## config.mk

```make
export PLATFORM = sky130hd
export DESIGN_NAME = spi_cmd_ctrl_flat
export DESIGN_NICKNAME = d
export VERILOG_FILES = /design/src/rtl/spi_cmd_pkg.sv /design/src/rtl/spi_cmd_ctrl_if.sv /design/src/rtl/sync2.sv /design/src/rtl/spi_cmd_ctrl.sv /design/src/flat_wrapper.sv
export SDC_FILE = /design/constraint.sdc
export NUM_CORES = 1
export LEC_CHECK = 0
export ABC_AREA = 1
export BUFFER_PORTS_ARGS = -buffer_cell sky130_fd_sc_hd__buf_2
export CAP_MARGIN = 15
export CORE_MARGIN = 2
export CORE_UTILIZATION = 45
export DETAILED_ROUTE_END_ITERATION = 10
export GPL_TIMING_DRIVEN = 0
export PLACE_DENSITY = 0.71
export SYNTH_ARGS = -nofsm -noshare
export SYNTH_HDL_FRONTEND = slang
export SYNTH_HIERARCHICAL = 1
export SYNTH_SLANG_ARGS = --single-unit
```

## constraint.sdc

```tcl
create_clock -name sys_clk -period 2.7 [get_ports sys_clk]
set_clock_uncertainty 0.1 [all_clocks]
set_input_delay 0.405 -clock sys_clk [delete_from_list [all_inputs] [get_ports sys_clk]]
set_output_delay 0.405 -clock sys_clk [all_outputs]
set_load 0.02 [all_outputs]
```

## src/rtl/spi_cmd_pkg.sv

```systemverilog
// Shared definitions for the SPI command controller: FSM states, command byte
// bit positions and the default bus address width.
package spi_cmd_pkg;

  localparam int ADDR_WIDTH_DEFAULT = 16;
  localparam int CMD_WR_BIT         = 7;
  localparam int CMD_INC_BIT        = 6;

  typedef enum logic [2:0] {
    S_CMD     = 3'd0,
    S_ADDR_HI = 3'd1,
    S_ADDR_LO = 3'd2,
    S_DATA    = 3'd3,
    S_BUS     = 3'd4
  } state_e;

endpackage

```

## src/rtl/spi_cmd_ctrl_if.sv

```systemverilog
// Parallel bus between the SPI command controller (master) and the register
// bus it drives (slave).
interface spi_cmd_ctrl_if
  import spi_cmd_pkg::*;
#(
  parameter int ADDR_WIDTH = ADDR_WIDTH_DEFAULT
) ();

  logic [ADDR_WIDTH-1:0] bus_addr;
  logic [7:0]            bus_wr_data;
  logic                  bus_rd_req;
  logic                  bus_wr_req;
  logic                  bus_ack;
  logic [7:0]            bus_rd_data;

  modport master (
    output bus_addr, bus_wr_data, bus_rd_req, bus_wr_req,
    input  bus_ack, bus_rd_data
  );

  modport slave (
    input  bus_addr, bus_wr_data, bus_rd_req, bus_wr_req,
    output bus_ack, bus_rd_data
  );

endinterface

```

## src/rtl/sync2.sv

```systemverilog
// Two-flop synchronizer for a level signal; both flops reset to 1 so an idle
// (deasserted, active-low) input is assumed out of reset.
module sync2 (
  input  logic clk_i,
  input  logic rst_ni,
  input  logic d_i,
  output logic q_o
);

  logic meta_q;

  always_ff @(posedge clk_i or negedge rst_ni) begin
    if (!rst_ni) begin
      meta_q <= 1'b1;
      q_o    <= 1'b1;
    end else begin
      meta_q <= d_i;
      q_o    <= meta_q;
    end
  end

endmodule

```

## src/rtl/spi_cmd_ctrl.sv

```systemverilog
// SPI command decoder: cmd / addr-hi / addr-lo / data bytes become bus reads and
// writes. Define SPI_CMD_AUTOINC_EN to honour the auto-increment command bit.
module spi_cmd_ctrl
  import spi_cmd_pkg::*;
#(
  parameter int ADDR_WIDTH = ADDR_WIDTH_DEFAULT
) (
  input  logic                  sys_clk,
  input  logic                  sys_reset_n,
  input  logic                  spi_cs_n,
  input  logic [7:0]            rx_byte,
  input  logic                  rx_strobe,
  output logic [7:0]            tx_byte,
  spi_cmd_ctrl_if.master        bus,
  output logic                  busy,
  output logic                  overrun
);

  logic                  cs_n_sync;
  state_e                state_q, state_d;
  logic                  cmd_wr_q, cmd_wr_d;
  logic                  cmd_inc_q, cmd_inc_d;
  logic [ADDR_WIDTH-1:0] addr_q, addr_d;
  logic [7:0]            wr_data_q, wr_data_d;
  logic [7:0]            tx_q, tx_d;
  logic                  rd_req_q, rd_req_d;
  logic                  wr_req_q, wr_req_d;
  logic                  ovr_q, ovr_d;
  logic [15:0]           addr_ext;
  logic [15:0]           addr_hi_ld;
  logic [15:0]           addr_lo_ld;

  sync2 u_cs_sync (
    .clk_i  (sys_clk),
    .rst_ni (sys_reset_n),
    .d_i    (spi_cs_n),
    .q_o    (cs_n_sync)
  );

  // Byte loads go through a 16-bit view so narrower buses just drop the top bits.
  assign addr_ext   = 16'(addr_q);
  assign addr_hi_ld = {rx_byte, addr_ext[7:0]};
  assign addr_lo_ld = {addr_ext[15:8], rx_byte};

  always_comb begin
    state_d   = state_q;
    cmd_wr_d  = cmd_wr_q;
    cmd_inc_d = cmd_inc_q;
    addr_d    = addr_q;
    wr_data_d = wr_data_q;
    tx_d      = tx_q;
    rd_req_d  = rd_req_q;
    wr_req_d  = wr_req_q;
    ovr_d     = ovr_q;

    if (cs_n_sync && state_q != S_BUS) begin
      state_d = S_CMD;
    end else begin
      case (state_q)
        S_CMD: if (rx_strobe) begin
          cmd_wr_d = rx_byte[CMD_WR_BIT];
`ifdef SPI_CMD_AUTOINC_EN
          cmd_inc_d = rx_byte[CMD_INC_BIT];
`else
          cmd_inc_d = 1'b0;
`endif
          state_d = S_ADDR_HI;
        end
        S_ADDR_HI: if (rx_strobe) begin
          addr_d  = addr_hi_ld[ADDR_WIDTH-1:0];
          state_d = S_ADDR_LO;
        end
        S_ADDR_LO: if (rx_strobe) begin
          addr_d = addr_lo_ld[ADDR_WIDTH-1:0];
          if (cmd_wr_q) begin
            state_d = S_DATA;
          end else begin
            rd_req_d = 1'b1;
            state_d  = S_BUS;
          end
        end
        S_DATA: if (rx_strobe) begin
          // For reads the incoming byte is only a dummy clocking out the next datum.
          if (cmd_wr_q) begin
            wr_data_d = rx_byte;
            wr_req_d  = 1'b1;
          end else begin
            rd_req_d  = 1'b1;
          end
          state_d = S_BUS;
        end
        S_BUS: if (bus.bus_ack) begin
          rd_req_d = 1'b0;
          wr_req_d = 1'b0;
          if (!cmd_wr_q) tx_d = bus.bus_rd_data;
          if (cmd_inc_q) addr_d = addr_q + ADDR_WIDTH'(1);
          state_d = cs_n_sync ? S_CMD : S_DATA;
        end
        default: state_d = S_CMD;
      endcase
    end

    if (cs_n_sync)
      ovr_d = 1'b0;
    else if (state_q == S_BUS && rx_strobe)
      ovr_d = 1'b1;

    if (state_d == S_CMD || state_d == S_ADDR_HI || state_d == S_ADDR_LO)
      tx_d = 8'h00;
  end

  always_ff @(posedge sys_clk or negedge sys_reset_n) begin
    if (!sys_reset_n) begin
      state_q   <= S_CMD;
      cmd_wr_q  <= 1'b0;
      cmd_inc_q <= 1'b0;
      addr_q    <= '0;
      wr_data_q <= 8'h00;
      tx_q      <= 8'h00;
      rd_req_q  <= 1'b0;
      wr_req_q  <= 1'b0;
      ovr_q     <= 1'b0;
    end else begin
      state_q   <= state_d;
      cmd_wr_q  <= cmd_wr_d;
      cmd_inc_q <= cmd_inc_d;
      addr_q    <= addr_d;
      wr_data_q <= wr_data_d;
      tx_q      <= tx_d;
      rd_req_q  <= rd_req_d;
      wr_req_q  <= wr_req_d;
      ovr_q     <= ovr_d;
    end
  end

  assign tx_byte         = tx_q;
  assign bus.bus_addr    = addr_q;
  assign bus.bus_wr_data = wr_data_q;
  assign bus.bus_rd_req  = rd_req_q;
  assign bus.bus_wr_req  = wr_req_q;
  assign busy            = rd_req_q | wr_req_q;
  assign overrun         = ovr_q;

endmodule

```

## src/flat_wrapper.sv

```systemverilog
// flat-port wrapper written by rule: the top's interface ports become plain ports
module spi_cmd_ctrl_flat import spi_cmd_pkg::*;
#(
  parameter int ADDR_WIDTH = ADDR_WIDTH_DEFAULT
)
  (sys_clk, sys_reset_n, spi_cs_n, rx_byte, rx_strobe, tx_byte, busy, overrun, bus_bus_addr, bus_bus_wr_data, bus_bus_rd_req, bus_bus_wr_req, bus_bus_ack, bus_bus_rd_data);
  spi_cmd_ctrl_if #(.ADDR_WIDTH(ADDR_WIDTH)) bus_i ();
  input  logic sys_clk;
  input  logic sys_reset_n;
  input  logic spi_cs_n;
  input  logic [7:0] rx_byte;
  input  logic rx_strobe;
  output logic [7:0] tx_byte;
  output logic busy;
  output logic overrun;
  output wire logic [$bits(bus_i.bus_addr)-1:0] bus_bus_addr;
  output wire logic [$bits(bus_i.bus_wr_data)-1:0] bus_bus_wr_data;
  output wire logic [$bits(bus_i.bus_rd_req)-1:0] bus_bus_rd_req;
  output wire logic [$bits(bus_i.bus_wr_req)-1:0] bus_bus_wr_req;
  input wire logic [$bits(bus_i.bus_ack)-1:0] bus_bus_ack;
  input wire logic [$bits(bus_i.bus_rd_data)-1:0] bus_bus_rd_data;
  assign bus_bus_addr = bus_i.bus_addr;
  assign bus_bus_wr_data = bus_i.bus_wr_data;
  assign bus_bus_rd_req = bus_i.bus_rd_req;
  assign bus_bus_wr_req = bus_i.bus_wr_req;
  assign bus_i.bus_ack = bus_bus_ack;
  assign bus_i.bus_rd_data = bus_bus_rd_data;
  spi_cmd_ctrl #(.ADDR_WIDTH(ADDR_WIDTH)) u_core (.sys_clk(sys_clk), .sys_reset_n(sys_reset_n), .spi_cs_n(spi_cs_n), .rx_byte(rx_byte), .rx_strobe(rx_strobe), .tx_byte(tx_byte), .bus(bus_i), .busy(busy), .overrun(overrun));
endmodule
```

After elaboration in Yosys (flattened, before gate mapping)
Cells that the tools add are included.
{ "totals": {"output_inout_bits": 36, "wordCells": 79, "regBits": 41, "input_bits": 21} }
{ "op_classes": {"n_eq_ne": 16, "n_bitwise": 5, "mux": 26, "reduce_logical": 21} }
{ "op_table": {"columns": ["operator", "n"], "rows": [
  ["8-bit two-way mux", 6],
  ["16-bit one-hot mux with 2 select lines", 1],
  ["3-bit two-way mux", 7],
  ["16-bit two-way mux", 1],
  ["3-bit one-hot mux with 5 select lines", 1],
  ["2-bit inequality test, second input constant", 7],
  ["2-bit nonzero test", 7],
  ["6-bit AND reduction", 2],
  ["5-bit AND reduction", 2],
  ["3-bit by 2-bit equality test with 1-bit output, second input constant", 3],
  ["4-bit AND reduction", 2],
  ["1-bit two-way mux", 7],
  ["3-bit by 1-bit equality test with 1-bit output, second input constant", 2],
  ["3-bit logical NOT", 2],
  ["2-bit by 1-bit inequality test with 1-bit output, second input constant", 2],
  ["1-bit NOT", 4],
  ["1-bit one-hot mux with 2 select lines", 2],
  ["3-bit equality test, second input constant", 1],
  ["3-bit inequality test, second input constant", 1],
  ["3-bit AND reduction", 1],
  ["1-bit logical AND", 2],
  ["1-bit logical OR", 2],
  ["2-bit two-way mux", 1],
  ["2-bit OR reduction", 1],
  ["1-bit OR", 1]
]} }

Depth between registers and ports, before layout
Gate-level depths: netlist (run 1).
{ "logic_depth": {"word_depth": 9, "ltp_mapped": 10} }

Hierarchy
Netlist (run 1), hierarchy kept.
{ "modules_own_cells": {"columns": ["mod", "seq_area_each_um2", "cells_each", "area_per_inst_um2", "n_inst"], "rows": [
  ["spi_cmd_ctrl", 975.9, 194, 1806.7, 1],
  ["sync2", 52.6, 2, 52.6, 1]
]} }

Worst setup path before layout (run 1)
No wires, ideal clock.
{ "synth_path": {"path_kind": "register -> register", "startpoint": "reg u_core.state_q[0]", "endpoint": "reg u_core.addr_q[5], in the netlist u_core/bus.bus_addr[5]", "t_arrival_ns": 1.258, "path_buffers": 1, "path_slack_ns": 1.220, "setup_time_ns": 0.122, "path_stages_with_launch": 10, "path_cell_list": "dfrtp_1 > inv_2 > nand2_2 > nor2_4 > nor2_4 > nor2_4 > nand2_2 > buf_6 > nand2_1 > o21ai_1"} }
{ "synth_via": {"elab_chain_cells": 4, "elab_cells_between_ends": 13} }
{ "synth_lines": {"columns": ["element", "line_no", "rtl"], "rows": [
  ["start, declared", "spi_cmd_ctrl.sv:20", "state_e state_q, state_d;"],
  ["start signal, assigned", "spi_cmd_ctrl.sv:124", "state_q <= state_d;"],
  ["parallel branches: the longest is 4 deep, another holds 6-bit AND reduction", null, null],
  ["end signal, assigned", "spi_cmd_ctrl.sv:127", "addr_q <= addr_d;"],
  ["end, declared", "spi_cmd_ctrl.sv:23", "logic [ADDR_WIDTH-1:0] addr_q, addr_d;"]
]} }
Parallel ways; which one is timed is not known. The select of a mux whose other input is x is not followed.
A chain may end at the register's enable or synchronous reset.

Final worst setup path (run 1)
Same ends and word-level chain as after synthesis.

==> summary.md, run 1 <==
| Metric | Value |
|---|---|
| Setup repair after global routing missed its margin | no |
| Required time worst endpoint | 2.78 ns |
| Sink count of the clock tree | 41 |
| Antenna fix cells | 0 |
| Class of the tightest hold or removal check | input pin to register |
| Horiz. Die Dim | 68.3 um |
| Detail-routed via count per cell | 4.86 |
| Maximum level of the CTS H-tree | 2 |
| Cell family with the largest share of critical-path delay | simple AND/OR/NAND/NOR gates |
| Number of port buffers | 56 |
| Final worst setup slack | 1.04 ns |
| Worst Tran Pin Value | 0.876 ns |
| Total Neg Setup Slack | 0 ns |
| Area taken by flip-flops and latches | 1030 um^2 |
| Reg-to-reg setup timing slack | 1.04 ns |
| Cell-by-cell trace of the critical path | inv_2 -> nand2_2 -> nor2_4 -> nor2_4 -> nor2_4 -> nand2_2 -> buf_6 -> nand2_1 -> o21ai_1 |
| HPWL after DPL | 2840 um |
| Power Density | 826 nW/um^2 |
| Post-synthesis sequential element count | 41 |
| DP Worst Slack | 1.06 ns |
| Growth of design area from synthesis to finish | 23.6% |
| Type of origin of the critical path | register |
| Clock tree from TritonCTS | built |
| Leakage power | 1.27 nW |
| Synthesized Nets | 217 |
| Routed via count | 1507 |
| Number of nets in the layout | 280 |
| Initial Util | 0.465 |
| Total die area | 4660 um^2 |
| Total overflow reported by the global router | 0 |
| Count of buffering cells on the critical path with inverters included | 2 |
| Final count of negative-setup-slack endpoints | 0 |
| Maximum vdd ir drop | 0.471 mV |
| FP Rows | 23 |
| Worst setup path endpoint | u_core/bus.bus_addr[5] |
| Startpoint of the worst-slack reg-to-reg timing path | u_core/state_q[0] |
| Routed length per placed instance | 12.4 um |
| Clock slew at reported path FFs | 0.08 ns |
| Total routing resource utilization after global routing | 0.186 |
| Portion of the post-synthesis area used by sequential elements | 0.553 |
| Critical R2R Capture | u_core/bus.bus_addr[5] |
| Count of mapped cells out of synthesis | 196 |
| Buffers inserted during post-CTS setup optimization | 0 |
| CTS buffer count | 5 |
| Vias in the first global route | 1348 |
| DRC errors left | 0 |
| Depth of the most critical reg-to-reg path | 9 |
| Number of search-and-repair iterations in the first detailed-routing pass | 4 |
| Post-synthesis cell area | 1860 um^2 |
| Chip Height | 68.3 um |
| Final hold vios | 0 |
| Crit Path Max Fanout | 10 |
| Slowest cell on the critical path | dfrtp_1 |
| Pin count of the biggest net entering global routing | 42 |
| Fraction of final layout cells with drive strength greater than 1 | 0.381 |
| Core Area | 4000 um^2 |
| Outcome | finished clean |
| Placed cell count | 302 |
| Critical Setup Path Class | register to register |
| Resized cells post-CTS | 0 |
| Worst-Skew Late Latency | 0.29 ns |
| Count of maximum capacitance violations | 0 |
| Final Non-Filler Cells | 310 |
| Distinct cell type count of the synthesized netlist | 26 |
| Data arrival time of the critical path | 1.74 ns |
| Routed Wire Length | 3860 um |
| Path length in cells of the critical path | 9 |
| Warnings, synthesis | 6 |
| Max clock buf depth | 2 |
| Post-route fraction of the period consumed by the critical path | 0.614 |
| CTS root buffer | clkbuf_8 |
| Global-route wire length before repair | 6360 um |
| Worst path most repeated cell | nor2_4 |
| Achievable frequency | 604 MHz |
| Filler Cell Count | 379 |
| Top-Level Pins | 57 |
| Average cell area after synthesis | 9.49 um^2 |
| Detailed router's first-iteration violation count | 93 |
| Kind of capture point of the worst setup path | register |
| Total count of max-transition violations in the final report | 0 |
| Critical path origin | u_core/state_q[0] |
| Hold Buf Count CTS | 0 |
| Initial antenna violation count | 0 |
| Count of antenna-violating nets left after detailed routing | 0 |
| Min Tclk post-route | 1.66 ns |
| Placer's final routability congestion estimate | 0.771 |
| Area of the multi-input gates | 668 um^2 |
| Largest stage delay, worst path | 0.46 ns |
| Worst rel slew slack | 0.416 |
per-layer routing:
metal | part of all wire | track usage | wire, um
met2 | 0.45 | 0.265 | 1740
met3 | 0.053 | 0.0526 | 204
met4 | 0.015 | 0.0600 | 57
met1 | 0.48 | 0.272 | 1860
met5 | 0 | 0 | 0
final cells by class:
type / count / area share
inverters: 30 / 0.0490
flip-flops and latches: 41 / 0.447
well taps: 50 / 0.0272
clock buffers: 6 / 0.0359
plain buffers: 5 / 0.0218
clock inverters: 2 / 0.00599
multi-input cells: 120 / 0.291
repair buffers: 56 / 0.122
worst min-delay path by stage:
stage	from	end	depth (start not counted)
3_5_place_dp	u_core/u_cs_sync/meta_q	u_core/u_cs_sync/q_o	0
3_3_place_gp	u_core/u_cs_sync/meta_q	u_core/u_cs_sync/q_o	0
5_1_grt	spi_cs_n	u_core/u_cs_sync/meta_q	1
6_report	spi_cs_n	u_core/u_cs_sync/meta_q	1
4_1_cts	spi_cs_n	u_core/u_cs_sync/meta_q	1
2_1_floorplan	sys_reset_n	u_core/bus.bus_addr[0]	0
where the power goes:
part | leakage, nW | total, mW | internal, mW | switching (mW)
registers | 0.535 | 0.844 | 0.765 | 0.0794
logic | 0.680 | 0.634 | 0.224 | 0.410
clock network | 0.0512 | 0.419 | 0.207 | 0.212
cells in the final DEF, fill, tap and decap left out, types with 5 or more instances in the layout:
cell type / instances
buf_2: 57
dfrtp_1: 39
nand2_1: 33
inv_1: 26
a21oi_1: 19
nor2_1: 16
o21ai_0: 10
clkbuf_8: 6
o31ai_1: 6
o21ai_2: 6
nand2_2: 5
synthesized netlist by cell type:
cell / instances / area [um^2]
dfrtp_1: 39 / 976
nand2_1: 33 / 124
inv_1: 26 / 97.6
a21oi_1: 19 / 95.1
nor2_1: 16 / 60.1
o21ai_0: 10 / 50.1
o21ai_2: 6 / 52.6
o31ai_1: 6 / 45.0
nand2_2: 5 / 31.3
buf_6: 4 / 45.0
inv_2: 4 / 15.0
nor3_1: 4 / 20.0
nor2_4: 3 / 33.8
o21ai_1: 3 / 15.0
dfstp_2: 2 / 52.6
nand2_4: 2 / 22.5
nand3_1: 2 / 10.0
nand3_2: 2 / 20.0
nor2_2: 2 / 12.5
o31ai_2: 2 / 25.0
a22oi_2: 1 / 12.5
buf_2: 1 / 5.00
nand3_4: 1 / 17.5
nand4_1: 1 / 6.26
o21a_1: 1 / 7.51
or4_1: 1 / 7.51
logic make-up after synthesis:
logic type | share of synthesized area
AOI/OAI and AO/OA | 0.163
and+or+nand+nor | 0.197
DFF | 0.553
buffers and inverters | 0.0875
metrics by stage:
step / total power, mW / util / instance area (um^2) / hold slack [ns]
after floorplan: 1.28 / - / 1860 / 0.00941
after global placement: 1.49 / 0.551 / 2200 / 0.247
after detailed placement: 1.50 / 0.551 / 2200 / 0.247
after CTS: 1.92 / 0.575 / 2300 / 0.103
after global routing: 2.02 / 0.575 / 2300 / 0.0957
final: 1.90 / 0.575 / 2300 / 0.110
flip-flops by register name, summed over array words and instances, names as in the netlist:
register,count
u_core/bus.bus_rd_req,1
u_core/tx_byte,8
u_core/u_cs_sync/q_o,1
u_core/state_q,3
u_core/bus.bus_addr,16
u_core/u_cs_sync/meta_q,1
u_core/overrun,1
u_core/cmd_wr_q,1
u_core/bus.bus_wr_data,8
u_core/bus.bus_wr_req,1
(Power assumes the default switching activity.)
==> run 2: changes to the inputs <==
Settings changed: PLACE_DENSITY 0.71 to 0.74.
Clock period 2.7 ns to 1.48 ns, I/O delays scaled along.
==> summary.md, run 2 (synthesized netlist as in run 1, its figures left out) <==
| Metric | Value |
|---|---|
| Outcome | finished with violations |
| Violated checks | setup timing |
| Routed via count | 1805 (+20%) |
| Sink count of the clock tree | 41 (unchanged) |
| Number of port buffers | 56 (unchanged) |
| Count of antenna-violating nets left after detailed routing | 0 (unchanged) |
| Power Density | 1370 nW/um^2 (+67%) |
| Routed length per placed instance | 17.2 um (+38%) |
| Growth of design area from synthesis to finish | 62.3% |
| Leading cell type in the layout, fill and taps excluded | buf_2 |
| Worst rel slew slack | 0.628 (+0.212) |
| Detail-routed via count per cell | 5.28 (+8.6%) |
| Max clock buf depth | 2 (unchanged) |
| Placed cell count | 302 (unchanged) |
| Antenna fix cells | 0 (unchanged) |
| Leakage power | 1.53 nW (+21%) |
| Kind of capture point of the worst setup path | register |
| DRC errors left | 0 (unchanged) |
| Crit Path Max Fanout | 8 (-2) |
| Final worst setup slack | -0.183 ns (-1.23 ns) |
| Maximum level of the CTS H-tree | 2 (unchanged) |
| Final hold vios | 0 (unchanged) |
| Initial antenna violation count | 0 (unchanged) |
| Share of the core filled with cells | 0.754 (+0.180) |
| Top-Level Pins | 57 (unchanged) |
| Final count of negative-setup-slack endpoints | 35 (+35) |
| Pin count of the biggest net entering global routing | 42 (unchanged) |
| HPWL after DPL | 2950 um (+4.1%) |
| Worst Tran Pin Value | 0.558 ns (-0.318 ns) |
| Required time worst endpoint | 1.56 ns (-1.22 ns) |
| CTS root buffer | clkbuf_8 |
| Class of the tightest hold or removal check | input pin to register |
| Clock tree from TritonCTS | built |
| Worst-Skew Late Latency | 0.29 ns (about the same) |
| Placer's final routability congestion estimate | 0.811 (+5.2%) |
| Min Tclk post-route | 1.66 ns (+0.00690 ns) |
| Routed Wire Length | 5890 um (+53%) |
| Total overflow reported by the global router | 0 (unchanged) |
| Count of maximum capacitance violations | 0 (unchanged) |
| Total die area | 4660 um^2 (unchanged) |
| Global-route wire length before repair | 7620 um (+20%) |
| Critical Setup Path Class | register to register |
| Total routing resource utilization after global routing | 0.227 (+0.0413) |
| Core Area | 4000 um^2 (unchanged) |
| Chip Height | 68.3 um (unchanged) |
| Number of flip-flops under the largest register name | 16 (unchanged) |
| Type of origin of the critical path | register |
| Detailed router's first-iteration violation count | 149 (+60%) |
| Setup repair after global routing missed its margin | yes |
| FP Rows | 23 (unchanged) |
| Post-route fraction of the period consumed by the critical path | 1.12 (+0.510) |
| Data arrival time of the critical path | 1.74 ns (about the same) |
| Most used cells in the layout excluding fill and tap cells | buf_2 (55), dfrtp_1 (37), inv_1 (25), buf_4 (18), nand2_4 (15) |
| Final Non-Filler Cells | 342 (+10%) |
| Initial Util | 0.465 (unchanged) |
| CTS buffer count | 5 (unchanged) |
| Achievable frequency | 601 MHz (-0.41%) |
| Clock slew at reported path FFs | 0.08 ns (about the same) |
| Vias in the first global route | 1606 (+19%) |
| Final total power | 4.15 mW (+120%) |
| Horiz. Die Dim | 68.3 um (unchanged) |
| Number of nets in the layout | 312 (+11%) |
| Total count of max-transition violations in the final report | 0 (unchanged) |
| Number of search-and-repair iterations in the first detailed-routing pass | 4 (unchanged) |
| Fraction of final layout cells with drive strength greater than 1 | 0.630 (+0.249) |
| Maximum vdd ir drop | 0.919 mV (+95%) |
[run 2: cell count changes in the layout (fill, tap and decap cells not counted), sizes merged]
cell,previous run,this run
buf,61,88
bufinv,0,1
clkbuf,6,10
dlygate4sd3,0,2
clkinv,2,0
[run 2: layer usage]
layer | vias up | wire length, um | GRT usage
met5 | - | 0 | 0
met4 | 0 | 187 | 0.108
met3 | 16 | 282 | 0.0609
met2 | 64 | 3030 | 0.365
met1 | 896 | 2390 | 0.283
li1 | 829 | - | -
[run 2: final cells by class]
cell class	count	area, um^2
fill	248	982
clock inverter	1	30.0
buffer	5	68.8
timing repair buffer	88	622
inverter	30	118
multi-input combinational	120	1000
clock buffer	7	86.3
sequential	41	1030
tap	50	62.6
[run 2: final timing paths]
kind                                             endpoint  depth (start not counted)                     from  slack (ns)
worst max-delay path                    u_core/tx_byte[5]                          7     u_core/u_cs_sync/q_o       -0.18
worst min-delay path                      u_core/cmd_wr_q                          3               rx_byte[7]        0.07
worst max register to register          u_core/tx_byte[5]                          7     u_core/u_cs_sync/q_o       -0.18
worst min register to register       u_core/u_cs_sync/q_o                          0  u_core/u_cs_sync/meta_q        0.26
max in group asynchronous               u_core/state_q[0]                          2              sys_reset_n        0.49
min in group asynchronous       u_core/bus.bus_wr_data[1]                          2              sys_reset_n        0.38
[run 2: worst max-delay path, cell delays in order (launching register included)]
cell     delay, ns
dfstp_2       0.58
nand2_1       0.08
o21ai_1       0.11
nor2_1        0.11
nor2_1        0.19
nand3_2       0.14
nand3_4       0.16
a21oi_2       0.08
[run 2: timing repair]
item	CTS	global route
buffers inserted	20	8
setup endpoints to repair	33	37
cloned	0	2
pin swaps	14	16
hold buffers	2	0
resized for setup	46	61
hold endpoints to repair	40	0
[run 2: per-stage QoR]
stage / cell area (um^2) / setup TNS (ns) / setup WS, ns / hold WS, ns
floorplan: 1860 / 0 / 0.000310 / -0.174
global placement: 2200 / -2.99 / -0.144 / 0.228
detailed placement: 2200 / -3.61 / -0.171 / 0.229
CTS: 2640 / -1.45 / -0.0784 / 0.0717
global route: 3020 / -6.18 / -0.243 / 0.0734
finish: 3020 / -4.59 / -0.183 / 0.0658
[run 2: report_power, final]
group / internal, mW / leakage (nW) / switching [mW]
Sequential: 1.40 / 0.532 / 0.220
Clock: 0.550 / 0.0585 / 0.376
Combinational: 0.648 / 0.938 / 0.958
